$ cat src/rtl/sha256_pkg.sv
// Shared SHA-256 datapath constants and the message-packer FSM state type.
package sha256_pkg;

  localparam int SHA_WORD_W      = 32;
  localparam int SHA_BLOCK_BITS  = 512;
  localparam int SHA_BLOCK_BYTES = 64;
  localparam int SHA_BLOCK_WORDS = 16;

  typedef enum logic [1:0] {
    ST_IDLE    = 2'd0,
    ST_COLLECT = 2'd1,
    ST_SEND    = 2'd2,
    ST_CLEANUP = 2'd3
  } mp_state_e;

endpackage

$ cat src/rtl/mp_in_packer_if.sv
// UART-RX byte input and SHA-256 core word-stream signals of the message packer.
interface mp_in_packer_if #(
  parameter int DATA_WIDTH = 32
);

  logic [7:0]            RX_byte_in;
  logic                  RX_DV_in;
  logic                  core_ready_in;
  logic [DATA_WIDTH-1:0] MP_word_out;
  logic                  MP_valid_out;
  logic                  MP_last_out;
  logic [3:0]            MP_word_idx_out;
  logic                  MP_busy_out;
  logic                  MP_overrun_out;
  logic                  MP_timeout_out;

  // The packer's own view.
  modport slave (
    input  RX_byte_in, RX_DV_in, core_ready_in,
    output MP_word_out, MP_valid_out, MP_last_out, MP_word_idx_out,
           MP_busy_out, MP_overrun_out, MP_timeout_out
  );

  // The surroundings: UART receiver plus SHA-256 core.
  modport master (
    output RX_byte_in, RX_DV_in, core_ready_in,
    input  MP_word_out, MP_valid_out, MP_last_out, MP_word_idx_out,
           MP_busy_out, MP_overrun_out, MP_timeout_out
  );

endinterface

$ cat src/rtl/mp_in_byte_buf.sv
// 512-bit message block store: indexed byte writes (byte 0 = MSB) and big-endian word read mux.
module mp_in_byte_buf
  import sha256_pkg::*;
(
  input  logic                  clk,
  input  logic                  rst_n,
  input  logic                  clr_i,
  input  logic                  wr_en_i,
  input  logic [5:0]            wr_idx_i,
  input  logic [7:0]            wr_byte_i,
  input  logic [3:0]            rd_idx_i,
  output logic [SHA_WORD_W-1:0] rd_word_o
);

  logic [SHA_BLOCK_BITS-1:0] blk_q;
  logic [8:0]                wr_lsb;
  logic [8:0]                rd_lsb;

  // Byte n occupies [511-8n -: 8], whose LSB is 8*(63-n) = {~n, 3'b0}; words likewise.
  assign wr_lsb = {~wr_idx_i, 3'b000};
  assign rd_lsb = {~rd_idx_i, 5'b00000};

  // NOTE: the block store is reset like any other register because a freshly reset
  // packer must present an all-zero buffer; drop the reset only if that guarantee goes.
  always_ff @(posedge clk or negedge rst_n) begin
    if (!rst_n) begin
      blk_q <= '0;
    end else if (clr_i) begin
      blk_q <= '0;
    end else if (wr_en_i) begin
      blk_q[wr_lsb +: 8] <= wr_byte_i;
    end
  end

  assign rd_word_o = blk_q[rd_lsb +: SHA_WORD_W];

endmodule

$ cat src/rtl/mp_in_packer.sv
// Receive-side message packer: 64 UART bytes -> 16 big-endian 32-bit words for the SHA-256 core.
// Optional inter-byte idle timeout is compiled in when MP_IN_TIMEOUT_EN is defined.
module mp_in_packer
  import sha256_pkg::*;
#(
  parameter int DATA_WIDTH      = SHA_WORD_W,
  parameter int WORDS_PER_BLOCK = SHA_BLOCK_WORDS,
  parameter int TIMEOUT_CYCLES  = 1_000_000
) (
  input  logic          clk,
  input  logic          rst_n,
  mp_in_packer_if.slave mp
);

  localparam logic [6:0] LAST_BYTE   = 7'(4 * WORDS_PER_BLOCK - 1);
  localparam logic [3:0] LAST_WORD   = 4'(WORDS_PER_BLOCK - 1);
  localparam logic [3:0] PENULT_WORD = 4'(WORDS_PER_BLOCK - 2);

  // The datapath is hard-wired to SHA-256 geometry; refuse any other build.
  if (DATA_WIDTH != SHA_WORD_W || WORDS_PER_BLOCK != SHA_BLOCK_WORDS || TIMEOUT_CYCLES < 1) begin : g_bad_cfg
    $error("mp_in_packer: unsupported parameter set");
  end

  mp_state_e             state_q;
  logic [6:0]            cnt_q;
  logic [3:0]            idx_q;
  logic                  valid_q;
  logic                  last_q;
  logic                  busy_q;
  logic                  overrun_q;
  logic                  timeout_q;
  logic                  rx_take;
  logic                  to_fire;
  logic [DATA_WIDTH-1:0] rd_word;

  assign rx_take = mp.RX_DV_in && (state_q == ST_IDLE || state_q == ST_COLLECT);

`ifdef MP_IN_TIMEOUT_EN
  localparam int TO_W = $clog2(TIMEOUT_CYCLES + 1);

  logic [TO_W-1:0] to_cnt_q;

  // A strobe in the expiry cycle wins, so the byte is kept and the block survives.
  assign to_fire = (state_q == ST_COLLECT) && !mp.RX_DV_in && (to_cnt_q == TO_W'(TIMEOUT_CYCLES));

  always_ff @(posedge clk or negedge rst_n) begin
    if (!rst_n) begin
      to_cnt_q <= '0;
    end else if (state_q == ST_COLLECT && !mp.RX_DV_in && !to_fire) begin
      to_cnt_q <= to_cnt_q + 1'b1;
    end else begin
      to_cnt_q <= '0;
    end
  end
`else
  assign to_fire = 1'b0;
`endif

  mp_in_byte_buf u_byte_buf (
    .clk       (clk),
    .rst_n     (rst_n),
    .clr_i     (to_fire),
    .wr_en_i   (rx_take),
    .wr_idx_i  (cnt_q[5:0]),
    .wr_byte_i (mp.RX_byte_in),
    .rd_idx_i  (idx_q),
    .rd_word_o (rd_word)
  );

  // NOTE: every register here is updated with <= so all of them see the same pre-edge
  // values; a blocking update would leak a new state into later lines of this block.
  always_ff @(posedge clk or negedge rst_n) begin
    if (!rst_n) begin
      state_q   <= ST_IDLE;
      cnt_q     <= '0;
      idx_q     <= '0;
      valid_q   <= 1'b0;
      last_q    <= 1'b0;
      busy_q    <= 1'b0;
      overrun_q <= 1'b0;
      timeout_q <= 1'b0;
    end else begin
      timeout_q <= to_fire;
      case (state_q)
        ST_IDLE: begin
          if (mp.RX_DV_in) begin
            state_q   <= ST_COLLECT;
            cnt_q     <= 7'd1;
            busy_q    <= 1'b1;
            overrun_q <= 1'b0;
          end
        end
        ST_COLLECT: begin
          if (mp.RX_DV_in) begin
            if (cnt_q == LAST_BYTE) begin
              state_q <= ST_SEND;
              cnt_q   <= '0;
              valid_q <= 1'b1;
              last_q  <= 1'b0;
            end else begin
              cnt_q <= cnt_q + 7'd1;
            end
          end else if (to_fire) begin
            state_q <= ST_IDLE;
            cnt_q   <= '0;
            busy_q  <= 1'b0;
          end
        end
        ST_SEND: begin
          if (mp.RX_DV_in) begin
            overrun_q <= 1'b1;
          end
          if (valid_q && mp.core_ready_in) begin
            if (idx_q == LAST_WORD) begin
              state_q <= ST_CLEANUP;
              idx_q   <= '0;
              valid_q <= 1'b0;
              last_q  <= 1'b0;
            end else begin
              idx_q  <= idx_q + 4'd1;
              last_q <= (idx_q == PENULT_WORD);
            end
          end
        end
        ST_CLEANUP: begin
          if (mp.RX_DV_in) begin
            overrun_q <= 1'b1;
          end
          state_q <= ST_IDLE;
          busy_q  <= 1'b0;
        end
        default: begin
          state_q <= ST_IDLE;
        end
      endcase
    end
  end

  assign mp.MP_word_out     = valid_q ? rd_word : '0;
  assign mp.MP_valid_out    = valid_q;
  assign mp.MP_last_out     = last_q;
  assign mp.MP_word_idx_out = idx_q;
  assign mp.MP_busy_out     = busy_q;
  assign mp.MP_overrun_out  = overrun_q;
  assign mp.MP_timeout_out  = timeout_q;

endmodule

$ cat src/flat_wrapper.sv
// flat-port wrapper written by rule: the top's interface ports become plain ports
module mp_in_packer_flat import sha256_pkg::*;
#(
  parameter int DATA_WIDTH      = SHA_WORD_W,
  parameter int WORDS_PER_BLOCK = SHA_BLOCK_WORDS,
  parameter int TIMEOUT_CYCLES  = 1_000_000
)
  (clk, rst_n, mp_RX_byte_in, mp_RX_DV_in, mp_core_ready_in, mp_MP_word_out, mp_MP_valid_out, mp_MP_last_out, mp_MP_word_idx_out, mp_MP_busy_out, mp_MP_overrun_out, mp_MP_timeout_out);
  mp_in_packer_if #(.DATA_WIDTH(DATA_WIDTH)) mp_i ();
  input  logic clk;
  input  logic rst_n;
  input wire logic [$bits(mp_i.RX_byte_in)-1:0] mp_RX_byte_in;
  input wire logic [$bits(mp_i.RX_DV_in)-1:0] mp_RX_DV_in;
  input wire logic [$bits(mp_i.core_ready_in)-1:0] mp_core_ready_in;
  output wire logic [$bits(mp_i.MP_word_out)-1:0] mp_MP_word_out;
  output wire logic [$bits(mp_i.MP_valid_out)-1:0] mp_MP_valid_out;
  output wire logic [$bits(mp_i.MP_last_out)-1:0] mp_MP_last_out;
  output wire logic [$bits(mp_i.MP_word_idx_out)-1:0] mp_MP_word_idx_out;
  output wire logic [$bits(mp_i.MP_busy_out)-1:0] mp_MP_busy_out;
  output wire logic [$bits(mp_i.MP_overrun_out)-1:0] mp_MP_overrun_out;
  output wire logic [$bits(mp_i.MP_timeout_out)-1:0] mp_MP_timeout_out;
  assign mp_i.RX_byte_in = mp_RX_byte_in;
  assign mp_i.RX_DV_in = mp_RX_DV_in;
  assign mp_i.core_ready_in = mp_core_ready_in;
  assign mp_MP_word_out = mp_i.MP_word_out;
  assign mp_MP_valid_out = mp_i.MP_valid_out;
  assign mp_MP_last_out = mp_i.MP_last_out;
  assign mp_MP_word_idx_out = mp_i.MP_word_idx_out;
  assign mp_MP_busy_out = mp_i.MP_busy_out;
  assign mp_MP_overrun_out = mp_i.MP_overrun_out;
  assign mp_MP_timeout_out = mp_i.MP_timeout_out;
  mp_in_packer #(.DATA_WIDTH(DATA_WIDTH), .WORDS_PER_BLOCK(WORDS_PER_BLOCK), .TIMEOUT_CYCLES(TIMEOUT_CYCLES)) u_core (.clk(clk), .rst_n(rst_n), .mp(mp_i));
endmodule
$ cat config.mk
export PLATFORM = sky130hd
export DESIGN_NAME = mp_in_packer_flat
export DESIGN_NICKNAME = d
export VERILOG_FILES = /design/src/rtl/sha256_pkg.sv /design/src/rtl/mp_in_packer_if.sv /design/src/rtl/mp_in_byte_buf.sv /design/src/rtl/mp_in_packer.sv /design/src/flat_wrapper.sv
export SDC_FILE = /design/constraint.sdc
export NUM_CORES = 1
export LEC_CHECK = 0
export ABC_AREA = 1
export BUFFER_PORTS_ARGS = -buffer_cell sky130_fd_sc_hd__clkbuf_2
export CAP_MARGIN = 0
export CORE_MARGIN = 2
export CORE_UTILIZATION = 30
export DETAILED_ROUTE_END_ITERATION = 12
export GPL_TIMING_DRIVEN = 0
export PLACE_DENSITY = 0.5
export SYNTH_ARGS = -nofsm -noshare
export SYNTH_HDL_FRONTEND = slang
export SYNTH_SLANG_ARGS = --single-unit
$ cat constraint.sdc
create_clock -name clk -period 3.3 [get_ports clk]
set_input_delay 0.66 -clock clk [delete_from_list [all_inputs] [get_ports clk]]
set_output_delay 0.66 -clock clk [all_outputs]
set_load 0.02 [all_outputs]
==> results.ini <==
[clock_network]
insertion_delay_ns = 0.64
cts_buffer_depth = 3
clock_sinks = 529
cts_made_buffers = 66
cts_root_buf = clkbuf_16
cts.clk_slew.worst_paths_ns = 0.06
htree_levels = 3
cts_tree = built

[logic_synthesis]
syn-cell-area_mm2 = 0.0266
netlist_instances = 3626
ys_ff_latch = 529
synth.distinct_cells = 29
synth_mux_area_share_pct = 0
yosysMostFrequentCell = nand2_1
synth-compound-area-share_pct = 11.8
synth_top_family_by_area = simple AND/OR/NAND/NOR gates
synth_area_leader_cell = dfrtp_1
syn_nets = 3647
ys.flop_type = dfrtp_1
synth_fa_ha_area_share_pct = 0.424
synth_edf_count = 0
yosys.area_share.simple_pct = 31.7
synth-seq-area-share_pct = 49.8
ys_top_cells_by_area = dfrtp_1, nand2_1, o21ai_0
syn_area_per_cell_um2 = 7.33
async_reset_ff_share_pct = 100
synth_top_cells_by_count = nand2_1, dfrtp_1, o21ai_0, nor2_1, nand3_1
synth-xor-area-share_pct = 0.0329
synth_warnings = 0
yosysTopAreaCellShare_pct = 49.8

[placement]
hpwl_um = 87100
dp_cells = 4840
post_dp_cell_area_mm2 = 0.0284
gp_congestion = 0.946
portBuffers = 43

[grt]
antenna_found_initial = 5
track_usage_pct = 26.5
grt_pass1_wl_um = 174000
use_met1_pct = 35.0
overflow = 0
met3_usage_pct = 4.33
grtUsageMet2_pct = 42.2
grt_start_max_net_pins = 100
busiest_layer = met2
grt_pass1_vias = 25400

[drt]
drt-vias-per-instance = 5.23
first_pass_iters = 6
ant_nets = 0
drtIter0Drc = 2751
post_drt_wl_per_cell_um = 24.4
drc = 0
vias = 26100
drt_wl_total_um = 121000

[die]
initial_core_util_pct = 30.2
placementRows = 109
core_region_area_mm2 = 0.0881
die_area_mm2 = 0.0910
io_pins = 53
fp.dieW_um = 302
die-height_um = 302

[sta]
setup_slack_ns = -0.115
hold_viol_final = 0
max_freq_mhz = 293
final.setup_skew_ns = 0.0293
drv_slew = 0
timing.final.crit_share_pct = 103
period_needed_ns = 3.42
max_slew_margin_pct = 25.3
setup_viol = 20
rsz0062_at_grt = true
worst_pin_slew_ns = 1.12

[pwr]
peakVddDrop_mv = 0.448
finalPower_w = 0.0291
p_leak_nw = 15.9
p_per_area_mw_per_mm2 = 890

[worst_setup_path]
crit_type = flop to output port
arrival_ns = 2.76
startpoint_type = flop
endpoint_kind = output port
path_max_fanout = 10
crit_required_ns = 2.64

[hold_path]
holdCritPathClass = input port to flop

[finish]
fillers = 9500
layout.nets = 3790
design_area_mm2 = 0.0327
drive_gt1_share_pct = 14.0
multi_input_area_mm2 = 0.0124
final_cells = 4986
register_area_mm2 = 0.0132
final_util_pct = 37.1
areaGrowthSynthToFinish_pct = 23.0

[run_status]
status = finished, violations left
violations = setup timing

[flow_run]
cap_violations = 0

## area by class of cell
cell class	count	share of cell area, %
Clock buffer	103	6.25
Clock inverter	13	0.409
Multi-Input combinational cell	2689	38.0
Sequential cell	529	40.5
Timing Repair Buffer	77	3.28
Buffer	222	4.99
Tap cell	1165	4.46
Antenna cell	4	0.0306
Inverter	184	2.13
## logic make-up (layout without fill, tap and decap cells)
logic type / count (synthesis) / in the layout
compound gates: 606 / 606
xor+xnor: 1 / 1
fa+ha+maj: 9 / 9
buf+inv: 408 / 599
flops: 529 / 529
other cells: 1 / 5
simple gates: 2072 / 2072
## flip-flops by register name, summed over array words and instances, names as in the netlist
name                       flops
u_core.u_byte_buf.blk_q      512
u_core.cnt_q                   7
u_core.mp.MP_word_idx_out      4
u_core.state_q                 2
u_core.mp.MP_busy_out          1
u_core.mp.MP_last_out          1
u_core.mp.MP_overrun_out       1
u_core.mp.MP_valid_out         1
## layer usage
layer	vias to the layer above	share of wire, %
li1	12000	-
met2	1057	46
met5	-	0.011
met4	2	5.1
met3	276	7.8
met1	12700	41
## worst paths after layout
| path | startpoint | endpoint | slack, ns | cells past startpoint |
|---|---|---|---|---|
| max in group asynchronous | rst_n | u_core.u_byte_buf.blk_q[421] | 0.74 | 6 |
| worst min-delay path | mp_core_ready_in | u_core.mp.MP_word_idx_out[0] | 0.43 | 4 |
| worst max-delay path | u_core.mp.MP_word_idx_out[0] | mp_MP_word_out[27] | -0.12 | 11 |
| worst min register to register | u_core.u_byte_buf.blk_q[276] | u_core.u_byte_buf.blk_q[276] | 0.47 | 2 |
| worst max register to register | u_core.cnt_q[0] | u_core.u_byte_buf.blk_q[59] | 0.08 | 11 |
| min in group asynchronous | rst_n | u_core.u_byte_buf.blk_q[188] | 0.54 | 2 |
## report_power, final
group          leakage (nW)  switching [W]  internal, W
sequential             7.12       0.000387      0.00714
clock                  1.07        0.00307      0.00434
combinational          7.70        0.00952      0.00466
## worst max-delay path: stages, from the launching register on
cell and delay, ns:
dfrtp_1 0.36, buf_6 0.16, inv_4 0.04, buf_6 0.12, buf_12 0.12, buf_6 0.13, buf_12 0.16, o21ai_0 0.37
nand3_1 0.18, nand3_1 0.18, a21oi_2 0.09, clkbuf_8 0.19
## layout by cell type (no fill, tap or decap), drive strengths merged
master         count
o31ai              1
o211ai            32
clkinv            16
clkbuf           242
nand3            307
inv              178
a21oi             54
diode              4
bufinv             1
dlygate4sd3        1
dfrtp            529
conb               1
clkdlybuf4s15      1
nor2             519
nor3               1
ha                 9
o21ai            518
nand4             62
clkdlybuf4s18      1
o22ai              1
xor2               1
nand2           1183
buf              157
clkinvlp           2
## per-stage QoR
step | setup slack (ns) | setup TNS (ns) | hold WS, ns
after floorplan | 0.555 | 0 | 0.364
after global placement | -11.84 | -6234.55 | 0.449
after detailed placement | -0.703 | -24.29 | 0.453
after CTS | -0.0942 | -0.848 | 0.412
after global routing | -0.170 | -2.63 | 0.480
final | -0.115 | -0.838 | 0.428
## repair_timing
action,4_1_cts,5_1_grt
endpoints found under the hold margin,6,0
gates resized for setup,446,194
endpoints found under the setup margin,110,225
setup buffers,14,9
hold buffers,1,0
pin swaps,55,47
gates cloned,2,2
Power figures use the tool's default switching activity.
